$ cat src/rtl/fill_check.sv
// Reads a BRAM image back over AXI4 in 256-byte INCR bursts and checks every
// 32-bit word against its expected index pattern, counting errored beats.
module fill_check #(
    parameter int          IW        = 2,
    parameter int          AW        = 20,
    parameter int          DW        = 512,
    parameter logic [31:0] BRAM_SIZE = 32'h1000
) (
    input  logic          clk,
    input  logic          resetn,
    input  logic          start,
    output logic          busy,
    output logic          done,
    output logic          pass,
    output logic [31:0]   err_count,
    output logic [AW-1:0] first_err_addr,
    output logic [AW-1:0] M_AXI_ARADDR,
    output logic          M_AXI_ARVALID,
    input  logic          M_AXI_ARREADY,
    output logic [7:0]    M_AXI_ARLEN,
    output logic [2:0]    M_AXI_ARSIZE,
    output logic [1:0]    M_AXI_ARBURST,
    output logic [IW-1:0] M_AXI_ARID,
    output logic          M_AXI_ARLOCK,
    output logic [3:0]    M_AXI_ARCACHE,
    output logic [3:0]    M_AXI_ARQOS,
    output logic [2:0]    M_AXI_ARPROT,
    input  logic [DW-1:0] M_AXI_RDATA,
    input  logic          M_AXI_RVALID,
    input  logic          M_AXI_RLAST,
    input  logic [1:0]    M_AXI_RRESP,
    output logic          M_AXI_RREADY
);

    localparam int          BYTES        = DW / 8;
    localparam int          BEATS        = 256 / BYTES;
    localparam int          LANES        = DW / 32;
    localparam logic [31:0] TOTAL_BURSTS = BRAM_SIZE / 32'd256;
    localparam logic [7:0]  LAST_BEAT    = 8'(BEATS - 1);
    localparam logic [31:0] BYTES_W      = 32'(BYTES);
    localparam logic [31:0] LANES_W      = 32'(LANES);

    typedef enum logic {AR_IDLE = 1'b0, AR_ISSUE = 1'b1} ar_state_t;
    typedef enum logic {R_IDLE = 1'b0, R_RUN = 1'b1} r_state_t;

    ar_state_t     ar_state_r, ar_state_s;
    r_state_t      r_state_r, r_state_s;
    logic [AW-1:0] araddr_r;
    logic [31:0]   ar_issued_r;
    logic [2:0]    outstanding_r, outst_next_s;
    logic [7:0]    beat_in_burst_r;
    logic [31:0]   bursts_done_r;
    logic [31:0]   beat_idx_r;
    logic [31:0]   err_count_r, err_next_s;
    logic [AW-1:0] first_err_addr_r;
    logic          done_r, pass_r;
    logic          start_acc_s, ar_hs_s, beat_s, burst_end_s, final_beat_s, beat_err_s;

    function automatic logic lane_mismatch(input logic [DW-1:0] data, input logic [31:0] n);
        logic        bad;
        logic [31:0] base;
        bad  = 1'b0;
        base = n * LANES_W;
        for (int k = 0; k < LANES; k++) begin
            if (data[32*k +: 32] != base + 32'(k)) begin
                bad = 1'b1;
            end
        end
        return bad;
    endfunction

    assign start_acc_s  = start && (r_state_r == R_IDLE);
    assign ar_hs_s      = (ar_state_r == AR_ISSUE) && M_AXI_ARREADY;
    assign beat_s       = (r_state_r == R_RUN) && M_AXI_RVALID;
    assign burst_end_s  = beat_s && (beat_in_burst_r == LAST_BEAT);
    assign final_beat_s = burst_end_s && (bursts_done_r == TOTAL_BURSTS - 32'd1);
    assign beat_err_s   = lane_mismatch(M_AXI_RDATA, beat_idx_r) || (M_AXI_RRESP != 2'b00)
                        || (M_AXI_RLAST != (beat_in_burst_r == LAST_BEAT));

    // Outstanding-burst bookkeeping and saturating error count for this cycle
    always_comb begin
        outst_next_s = outstanding_r;
        err_next_s   = err_count_r;
        case ({ar_hs_s, burst_end_s})
            2'b10:   outst_next_s = outstanding_r + 3'd1;
            2'b01:   outst_next_s = outstanding_r - 3'd1;
            default: outst_next_s = outstanding_r;
        endcase
        if (beat_s && beat_err_s && (err_count_r != 32'hFFFF_FFFF)) begin
            err_next_s = err_count_r + 32'd1;
        end else begin
            err_next_s = err_count_r;
        end
    end

    // AR next state: a request once raised is held until accepted
    always_comb begin
        ar_state_s = ar_state_r;
        case (ar_state_r)
            AR_IDLE: begin
                if ((r_state_r == R_RUN) && (ar_issued_r < TOTAL_BURSTS) && (outstanding_r < 3'd4)) begin
                    ar_state_s = AR_ISSUE;
                end else begin
                    ar_state_s = AR_IDLE;
                end
            end
            AR_ISSUE: begin
                if (ar_hs_s && ((ar_issued_r == TOTAL_BURSTS - 32'd1) || (outst_next_s == 3'd4))) begin
                    ar_state_s = AR_IDLE;
                end else begin
                    ar_state_s = AR_ISSUE;
                end
            end
            default: ar_state_s = AR_IDLE;
        endcase
    end

    // R next state: runs from accepted start to the last beat of the last burst
    always_comb begin
        r_state_s = r_state_r;
        case (r_state_r)
            R_IDLE: begin
                if (start_acc_s) begin
                    r_state_s = R_RUN;
                end else begin
                    r_state_s = R_IDLE;
                end
            end
            R_RUN: begin
                if (final_beat_s) begin
                    r_state_s = R_IDLE;
                end else begin
                    r_state_s = R_RUN;
                end
            end
            default: r_state_s = R_IDLE;
        endcase
    end

    // State registers
    always_ff @(posedge clk) begin
        if (!resetn) begin
            ar_state_r <= AR_IDLE;
            r_state_r  <= R_IDLE;
        end else begin
            ar_state_r <= ar_state_s;
            r_state_r  <= r_state_s;
        end
    end

    // Address generation, beat tracking and result registers
    always_ff @(posedge clk) begin
        if (!resetn) begin
            araddr_r         <= '0;
            ar_issued_r      <= 32'd0;
            outstanding_r    <= 3'd0;
            beat_in_burst_r  <= 8'd0;
            bursts_done_r    <= 32'd0;
            beat_idx_r       <= 32'd0;
            err_count_r      <= 32'd0;
            first_err_addr_r <= '0;
            done_r           <= 1'b0;
            pass_r           <= 1'b0;
        end else if (start_acc_s) begin
            araddr_r         <= '0;
            ar_issued_r      <= 32'd0;
            outstanding_r    <= 3'd0;
            beat_in_burst_r  <= 8'd0;
            bursts_done_r    <= 32'd0;
            beat_idx_r       <= 32'd0;
            err_count_r      <= 32'd0;
            first_err_addr_r <= '0;
            done_r           <= 1'b0;
            pass_r           <= 1'b0;
        end else begin
            outstanding_r <= outst_next_s;
            err_count_r   <= err_next_s;
            if (ar_hs_s) begin
                araddr_r    <= araddr_r + AW'(32'd256);
                ar_issued_r <= ar_issued_r + 32'd1;
            end
            if (beat_s) begin
                beat_idx_r      <= beat_idx_r + 32'd1;
                beat_in_burst_r <= burst_end_s ? 8'd0 : beat_in_burst_r + 8'd1;
                if (burst_end_s) begin
                    bursts_done_r <= bursts_done_r + 32'd1;
                end
                // Saturated count is never zero again, so zero means no error yet
                if (beat_err_s && (err_count_r == 32'd0)) begin
                    first_err_addr_r <= AW'(beat_idx_r * BYTES_W);
                end
            end
            if (final_beat_s) begin
                done_r <= 1'b1;
                pass_r <= (err_next_s == 32'd0);
            end
        end
    end

    assign busy           = (r_state_r == R_RUN);
    assign done           = done_r;
    assign pass           = pass_r;
    assign err_count      = err_count_r;
    assign first_err_addr = first_err_addr_r;
    assign M_AXI_ARADDR   = araddr_r;
    assign M_AXI_ARVALID  = (ar_state_r == AR_ISSUE);
    assign M_AXI_RREADY   = (r_state_r == R_RUN);
    assign M_AXI_ARLEN    = LAST_BEAT;
    assign M_AXI_ARSIZE   = 3'($clog2(BYTES));
    assign M_AXI_ARBURST  = 2'b01;
    assign M_AXI_ARID     = '0;
    assign M_AXI_ARLOCK   = 1'b0;
    assign M_AXI_ARCACHE  = 4'd0;
    assign M_AXI_ARQOS    = 4'd0;
    assign M_AXI_ARPROT   = 3'd0;

endmodule

$ cat config.mk
export PLATFORM = sky130hd
export DESIGN_NAME = fill_check
export DESIGN_NICKNAME = d
export VERILOG_FILES = /design/src/rtl/fill_check.sv
export SDC_FILE = /design/constraint.sdc
export NUM_CORES = 1
export LEC_CHECK = 0
export CORE_AREA = 2 2 244 246
export DETAILED_ROUTE_END_ITERATION = 7
export DIE_AREA = 0 0 246 248
export PLACE_DENSITY = 0.54
export SETUP_SLACK_MARGIN = 0.05
export SYNTH_ARGS = -nofsm -noshare
export SYNTH_HDL_FRONTEND = slang
export SYNTH_SLANG_ARGS = --single-unit
$ cat constraint.sdc
create_clock -name clk -period 6.4 [get_ports clk]
set_input_delay 0.96 -clock clk [delete_from_list [all_inputs] [get_ports clk]]
set_output_delay 0.96 -clock clk [all_outputs]
set_load 0.03 [all_outputs]
=== After elaboration in Yosys (flattened, before gate mapping) ===
Cells that the tools add are included.

* Register bits: 177
* Input bits: 520
* Logic and storage cells: 109

* Add/sub/neg operators: 23
* Order comparisons: 2
* Equal/unequal tests: 24
* Multiplexer cells: 25
* Bitwise gates (word level): 3
* Reductions and logical operators: 20

{| class="wikitable"
|+ Operators by type and width
! cell !! count
|-
| $ne A32 B32 Y1 || 16
|-
| $add A32 B4 Y32 const B || 8
|-
| $add A32 B1 Y32 const B || 5
|-
| $add A32 B3 Y32 const B || 4
|-
| $add A32 B2 Y32 const B || 2
|-
| $eq A32 B4 Y1 const B || 2
|-
| $logic_not A32 Y1 || 2
|-
| $lt A32 B5 Y1 const B || 1
|-
| $mux W32 || 1
|-
| $ne A32 B32 Y1 const B || 1
|-
| $add A20 B9 Y20 const B || 1
|-
| $mux W1 || 20
|-
| $logic_and A1 B1 Y1 || 11
|-
| $add A8 B1 Y8 const B || 1
|-
| $eq A8 B2 Y1 const B || 1
|-
| $mux W8 || 1
|-
| $pmux W3 S2 || 1
|-
| $pmux W1 S2 || 2
|-
| $reduce_and A2 Y1 || 2
|-
| $add A3 B1 Y3 const B || 1
|-
| $eq A3 B3 Y1 const B || 1
|-
| $logic_or A1 B1 Y1 || 3
|-
| $lt A3 B3 Y1 const B || 1
|-
| $not A1 Y1 || 3
|-
| other kinds (6) || 6
|}

=== Depth between registers and ports, before layout ===
Gate-level depths: netlist (run 1).

* Depth in word-level cells: 23
* Gate-level depth with buffers: 15
* Gate-level depth less buffers: 12

=== Worst setup path after synthesis (run 1) ===
Ideal clock, no wire load.

* Path kind: input -> register
* Start point: input port M_AXI_RDATA[109]
* End point: register pass_r, in the netlist pass
* Data arrival time: 3.519 ns
* Path slack: 2.764 ns
* Cell stages on the path: 12
* Path buffers: 1
* Cells stage by stage: or4_1 > nor3_1 > a31oi_1 > or4_1 > nor4_1 > nand4_1 > o21ai_2 > buf_6 > mux2_1 > o221a_1 > nand4_1 > o21ai_1

* Cells in the longest elaborated chain, start to end: 20

{| class="wikitable"
|+ RTL lines
! what !! line !! RTL
|-
| start: declaration || 28 || <nowiki>input logic [DW-1:0] M_AXI_RDATA,</nowiki>
|-
| $ne A32 B32 Y1 || 65 || <nowiki>if (data[32*k +: 32] != base + 32'(k)) begin</nowiki>
|-
| $mux W1 (13 in a row) || 65 ||
|-
| $logic_or A1 B1 Y1 || 77 || <nowiki>assign beat_err_s = lane_mismatch(M_AXI_RDATA, beat_idx_r) || (M_AXI_RRESP != 2'b00)</nowiki>
|-
| $logic_or A1 B1 Y1 || 78 || <nowiki>|| (M_AXI_RLAST != (beat_in_burst_r == LAST_BEAT));</nowiki>
|-
| $logic_and A1 B1 Y1 (2 in a row) || 89 || <nowiki>if (beat_s && beat_err_s && (err_count_r != 32'hFFFF_FFFF)) begin</nowiki>
|-
| $mux W32 || 89 ||
|-
| $logic_not A32 Y1 || 195 || <nowiki>pass_r <= (err_next_s == 32'd0);</nowiki>
|-
| end signal: assignment || 195 ||
|-
| end: declaration || 56 || <nowiki>logic done_r, pass_r;</nowiki>
|}

No other way between the ends.
A chain may end at the register's enable or synchronous reset.

=== Worst setup path after layout (run 1) ===
* Start point: input port M_AXI_RDATA[237]
* End point: register pass_r, in the netlist pass

* Cells in the longest elaborated chain, start to end: 16

{| class="wikitable"
|+ RTL lines
! what !! line
|-
| $ne A32 B32 Y1 || 65
|-
| $mux W1 (9 in a row) || 65
|-
| $logic_or A1 B1 Y1 || 77
|-
| $logic_or A1 B1 Y1 || 78
|-
| $logic_and A1 B1 Y1 (2 in a row) || 89
|-
| $mux W32 || 89
|-
| $logic_not A32 Y1 || 195
|}

No other way between the ends.

==> results of run 1 <==
[metrics by stage]
stage	cell area, sq um	power, uW	utilization	hold slack, ps	instances
final	21500	2860	0.368	478	3339
after global routing	21500	2930	0.368	515	3334
after CTS	21500	2860	0.368	482	3328
after detailed placement	20900	1810	0.357	463	3297
after global placement	20900	1820	0.357	462	3297
after floorplan	14500	1270	-	454	2044
[state kept, by name, indices dropped and copies added, names as in the netlist]
register and count:
M_AXI_ARVALID 1, beat_in_burst_r 8, ar_issued_r 32, done 1, first_err_addr 14, err_count 32
beat_idx_r 28, M_AXI_ARADDR 12, M_AXI_RREADY 1, pass 1, bursts_done_r 32, outstanding_r 3
[critical path, cell delays in order]
cell	delay (ps)
clkdlybuf4s50_1	540
o31ai_1	880
nand4_1	200
or4_1	570
nor4_1	470
nand4_1	300
o21ai_2	730
buf_4	310
or3_1	150
a22oi_1	80
nand4_1	110
o21ai_1	70
[Yosys cell counts, drive strengths merged, types with 7 or more instances]
library cell | instances | area (sq um)
dfxtp | 165 | 3300
o2111ai | 16 | 140
a211oi | 12 | 90.1
nand3 | 94 | 470
inv | 52 | 195
xor2 | 115 | 1010
a21boi | 12 | 90.1
clkbuf | 68 | 255
nand4b | 9 | 78.8
and2 | 12 | 75.1
and3 | 51 | 319
a22oi | 10 | 75.1
or3 | 43 | 269
or4 | 21 | 158
nand4 | 78 | 488
nor4b | 15 | 131
nor3 | 55 | 280
xnor2 | 98 | 858
o211ai | 8 | 60.1
o21ai | 68 | 348
or2 | 9 | 56.3
a21oi | 86 | 434
a221oi | 7 | 61.3
o2bb2ai | 12 | 105
o22ai | 25 | 156
o31ai | 10 | 75.1
buf | 77 | 514
and4 | 15 | 134
nand2 | 149 | 559
a2111oi | 28 | 251
nor2 | 229 | 860
nor2b | 124 | 776
nand2b | 28 | 175
nor4 | 113 | 726
ha | 8 | 100
[layer usage]
metal / vias up / GRT usage / part of all wire
met4: 6 / 0.224 / 0.068
met5: - / 0 / 0.00034
li1: 8306 / - / -
met1: 9237 / 0.446 / 0.40
met2: 1110 / 0.584 / 0.45
met3: 287 / 0.0798 / 0.079
[logic make-up (layout without fill, tap and decap cells)]
| kind of cell | after synthesis | in the layout | synth area share |
|---|---|---|---|
| simple gates | 1071 | 1071 | 0.403 |
| compound gates | 337 | 337 | 0.157 |
| xor+xnor | 213 | 213 | 0.130 |
| buf+inv | 201 | 712 | 0.0680 |
| flops | 165 | 165 | 0.229 |
| fa+ha+maj | 9 | 9 | 0.00834 |
| mux | 7 | 7 | 0.00495 |
| other cells | 2 | 52 | 0.000522 |
[layout make-up]
type                            count  area, sq um  share of cell area
Antenna cell                       11         27.5             0.00128
Multi-Input combinational cell   1678        10300               0.477
Inverter                           56          210             0.00977
Tap cell                          773          967              0.0449
Timing Repair Buffer              625         6150               0.286
Clock inverter                      9          118             0.00547
Clock buffer                       22          474              0.0220
Sequential cell                   165         3300               0.154
[final timing paths]
kind                            slack (ps)  endpoint        startpoint
worst max-delay path                  1330      pass  M_AXI_RDATA[237]
worst min-delay path                   480      done              done
worst max register to register        1460      pass    beat_idx_r[17]
worst min register to register         480      done              done
[cells in the final DEF (no fill, tap or decap), types with 14 or more instances in the layout]
cell and n:
nand2b_1 28, and3_1 51, a2111oi_0 27, nor4_1 110, nand4_1 78, or3_1 43, buf_4 43, nor2_1 229
xor2_1 115, nand2_1 148, nor4b_1 15, o21ai_0 63, clkdlybuf4s50_1 582, or4_1 21, clkbuf_16 17, dfxtp_1 164
conb_1 41, inv_1 50, nor3_1 54, nand3_1 94, xnor2_1 98, nor2b_1 124, o22ai_1 25, o2111ai_1 16
a21oi_1 85, and4_1 14
[where the power goes]
part,switching (uW),internal [uW]
Sequential,6.50,1030
Combinational,413,365
Clock,434,608
Total,853,2000
==> metrics.txt, run 1 <==
nets@finish 3072; clk sink count 165; ys async rst share 0; measured slew at the worst slew-check pin 1180 ps; Starting DRT DRC Count 1936; core area 58500 sq um; total CTS buffers 17; Clock Latency Late Sink 440 ps; number of global-route vias before repair 18423; Reg2Reg Depth 12; Worst EP arrival 5400 ps; kind of critical path in -> reg; vias 18946; Syn Area/Cell 7.18 sq um; Initial Util 0.246; Final Hold Fails 0; vias per cell 5.67; Clock Skews 8.83 ps; fmax 197 MHz; EDFF count, synth 0; Synth Register Bits 165; post-layout minimum cycle time 5070 ps; period utilisation layout 0.792; CP endpoint kind register; GRT overflow 0; FILL cells 6158; initial antenna violation count 13; Worst Setup Start Kind input pin; post-synthesis cell area 14400 sq um; HP Class reg -> reg; max_cap viols 0; Post-Syn Instances 2005; DRC violations left 0; Lkg Pwr 0.00725 uW; max-slew violations 0; setup TNS 0 ps; status complete, no violations; CTS tree done; post-route ant nets 0; Max-slew headroom 0.214; gr usage total 0.365; crit path max fanout 19; Die Y 248 um; Yosys warnings 0; # rows 89; PwrDens 133 nW/um^2; post-CTS setup buffers 0; # IOs 624; required time of the critical path 6730 ps; Die Area 61000 sq um; Max clock buf depth 2; hold buffers post-CTS 0; Main synth FF type dfxtp_1; GPL Wtd Cong 1.10; share of cells above drive strength 1 0.0387; clock root buffer clkbuf_16; post-synthesis sequential area ratio 0.229; first drt pass iteration count 6; WL final 115000 um; area grow syn2layout 49.5%; HPWL after DPL 98800 um; largest net degree at the start of global routing 83; dpl ws 1100 ps; Synth cell types 82; Cells on Worst Hold Path 2; maximum VDD drop 0.161 mV; PortBufs 582; final worst slack 1330 ps; H-tree Lvls 4; final setup vio count 0; first-pass GRT wire length 152000 um; die width 246 um; post_cts resized 0; clock slew at reported path FFs 60 ps; unrepaired setup endpoints after global routing false; drt wl/cell 34.6 um
(Power assumes the default switching activity.)
==> inputs of run 2 (changes only) <==
--- a/config.mk
+++ b/config.mk
@@ -5,10 +5,10 @@
 export SDC_FILE = /design/constraint.sdc
 export NUM_CORES = 1
 export LEC_CHECK = 0
-export CORE_AREA = 2 2 244 246
+export CORE_AREA = 2 2 240 242
 export DETAILED_ROUTE_END_ITERATION = 7
-export DIE_AREA = 0 0 246 248
-export PLACE_DENSITY = 0.54
+export DIE_AREA = 0 0 242 244
+export PLACE_DENSITY = 0.55
 export SETUP_SLACK_MARGIN = 0.05
 export SYNTH_ARGS = -nofsm -noshare
 export SYNTH_HDL_FRONTEND = slang
==> constraint.sdc (replaced) <==
create_clock -name clk -period 4.8 [get_ports clk]
set_input_delay 0.72 -clock clk [delete_from_list [all_inputs] [get_ports clk]]
set_output_delay 0.72 -clock clk [all_outputs]
set_load 0.03 [all_outputs]
==> run 2 against run 1 <==
  * Global-route usage fell by 0.81 points
  * Register-to-register slack got worse by 1200 ps
  * Combinational power rose by 31%
  * Clock skew rose by 6.0 ps
  * Final area rose by 1.8%
  * Critical path depth rose by 2
  * Worst setup slack got worse by 1100 ps
  * Flip-flop and latch count did not move
  * Via count fell by 0.12%
  * Critical path type is now reg -> reg
  * Critical endpoint unchanged
  * Highest routed layer unchanged
==> metrics.txt, run 2 (same netlist as run 1, synthesis figures left out) <==
Max-slew headroom 0.309; status complete, no violations; PwrDens 174 nW/um^2; measured slew at the worst slew-check pin 1040 ps; post_cts resized 0; number of global-route vias before repair 18340; nets@finish 3119; unrepaired setup endpoints after global routing false; post-layout minimum cycle time 4590 ps; hold buffers post-CTS 0; clock root buffer clkbuf_16; Clock Latency Late Sink 440 ps; vias per cell 5.62; Final Core Density 0.390; dpl ws -11.2 ps; required time of the critical path 5160 ps; Hold Startpoint ar_issued_r[1]; Crit Reg-Reg Endpoint pass; clk sink count 165; core area 56200 sq um; share of cells above drive strength 1 0.0561; CP delay by family, top simple AND/OR/NAND/NOR gates; first-pass GRT wire length 148000 um; Starting DRT DRC Count 1869; GPL Wtd Cong 1.05; Max stage delay on crit path 880 ps; period utilisation layout 0.955; commonest non-fill, non-tap cell in the layout clkdlybuf4s50_1; drt wl/cell 32.5 um; Placed Cells incl. Taps 3327; Worst EP arrival 4950 ps; most frequent cells in the layout clkdlybuf4s50_1 (582), nor2_1 (229), dfxtp_1 (165), nand2_1 (148), nor2b_1 (124); total CTS buffers 17; # rows 87; CP endpoint kind register; setup TNS 0 ps; Clock Skews 14.8 ps; Lkg Pwr 0.00751 uW; area grow syn2layout 52.1%; first drt pass iteration count 6; HP Class reg -> reg; Reg2Reg Depth 14; Max clock buf depth 2; launching point of the worst reg2reg path beat_idx_r[14]; WL final 110000 um; post-CTS setup buffers 0; Worst path depth 14; max-slew violations 0; initial antenna violation count 18; CTS tree done; PortBufs 582; Die Area 59000 sq um; vias 18923; Worst Setup Start Kind register; maximum VDD drop 0.243 mV; Cells on Worst Hold Path 2; r2r setup slk 210 ps; final setup vio count 0; # IOs 624; max_cap viols 0; crit path from beat_idx_r[14]; DRC violations left 0; fin cells 3369; largest net degree at the start of global routing 91; fmax 218 MHz; HPWL after DPL 94400 um; final worst slack 215 ps; die width 242 um; kind of critical path reg -> reg; Crit-path slowest cell dfxtp_1; H-tree Lvls 4; GRT overflow 0; clock slew at reported path FFs 70 ps; gr usage total 0.357; critical-path cell list buf_4 > buf_4 > nor2b_1 > a2111oi_0 > nand4_1 > nor4_1 > nand4_1 > nor4_1 > buf_4 > a2111oi_0 > xor2_1 > nor4_1 > nand4_1 > o21ai_1; worst path bufs/invs 3; WHS 475 ps; post-route ant nets 0; Die Y 244 um; Final Hold Fails 0; crit path max fanout 14; Initial Util 0.256; CP endpoint pass
run 2: power breakdown:
part | internal, uW | switching (uW)
Sequential | 1370 | 6.05
Clock | 806 | 601
Combinational | 499 | 520
Total | 2680 | 1130
run 2: per-layer routing:
metal	wire length (um)	global-route usage
met5	51	0
met4	6740	0.200
met3	9840	0.0818
met2	49500	0.573
met1	43400	0.440
run 2: worst min path at each step:
stage	slack, ps	to
floorplan	450	ar_issued_r[1]
global placement	460	done
detailed placement	460	done
CTS	480	ar_issued_r[1]
global route	510	ar_issued_r[1]
finish	480	ar_issued_r[1]
run 2: layout make-up:
| cell class | instances | area [sq um] |
|---|---|---|
| multi-input cells | 1678 | 10300 |
| diodes | 10 | 25.0 |
| fillers | 5925 | 34300 |
| well taps | 756 | 946 |
| repair buffers | 672 | 6550 |
| clock buffers | 21 | 460 |
| clock inverters | 11 | 136 |
| flip-flops and latches | 165 | 3300 |
| inverters | 56 | 210 |
run 2: stage by stage:
step | power (uW) | cell area (sq um)
2_1_floorplan | 1700 | 14500
3_3_place_gp | 2400 | 21300
3_5_place_dp | 2390 | 21300
4_1_cts | 3810 | 21900
5_1_grt | 3910 | 21900
6_report | 3800 | 21900
run 2: worst reg2reg max path, delay by kind of cell (launching register included):
family | cells | cell delay (ps)
compound gates | 3 | 760
xor+xnor | 1 | 180
buf+inv | 3 | 700
flops | 1 | 880
simple gates | 7 | 2010
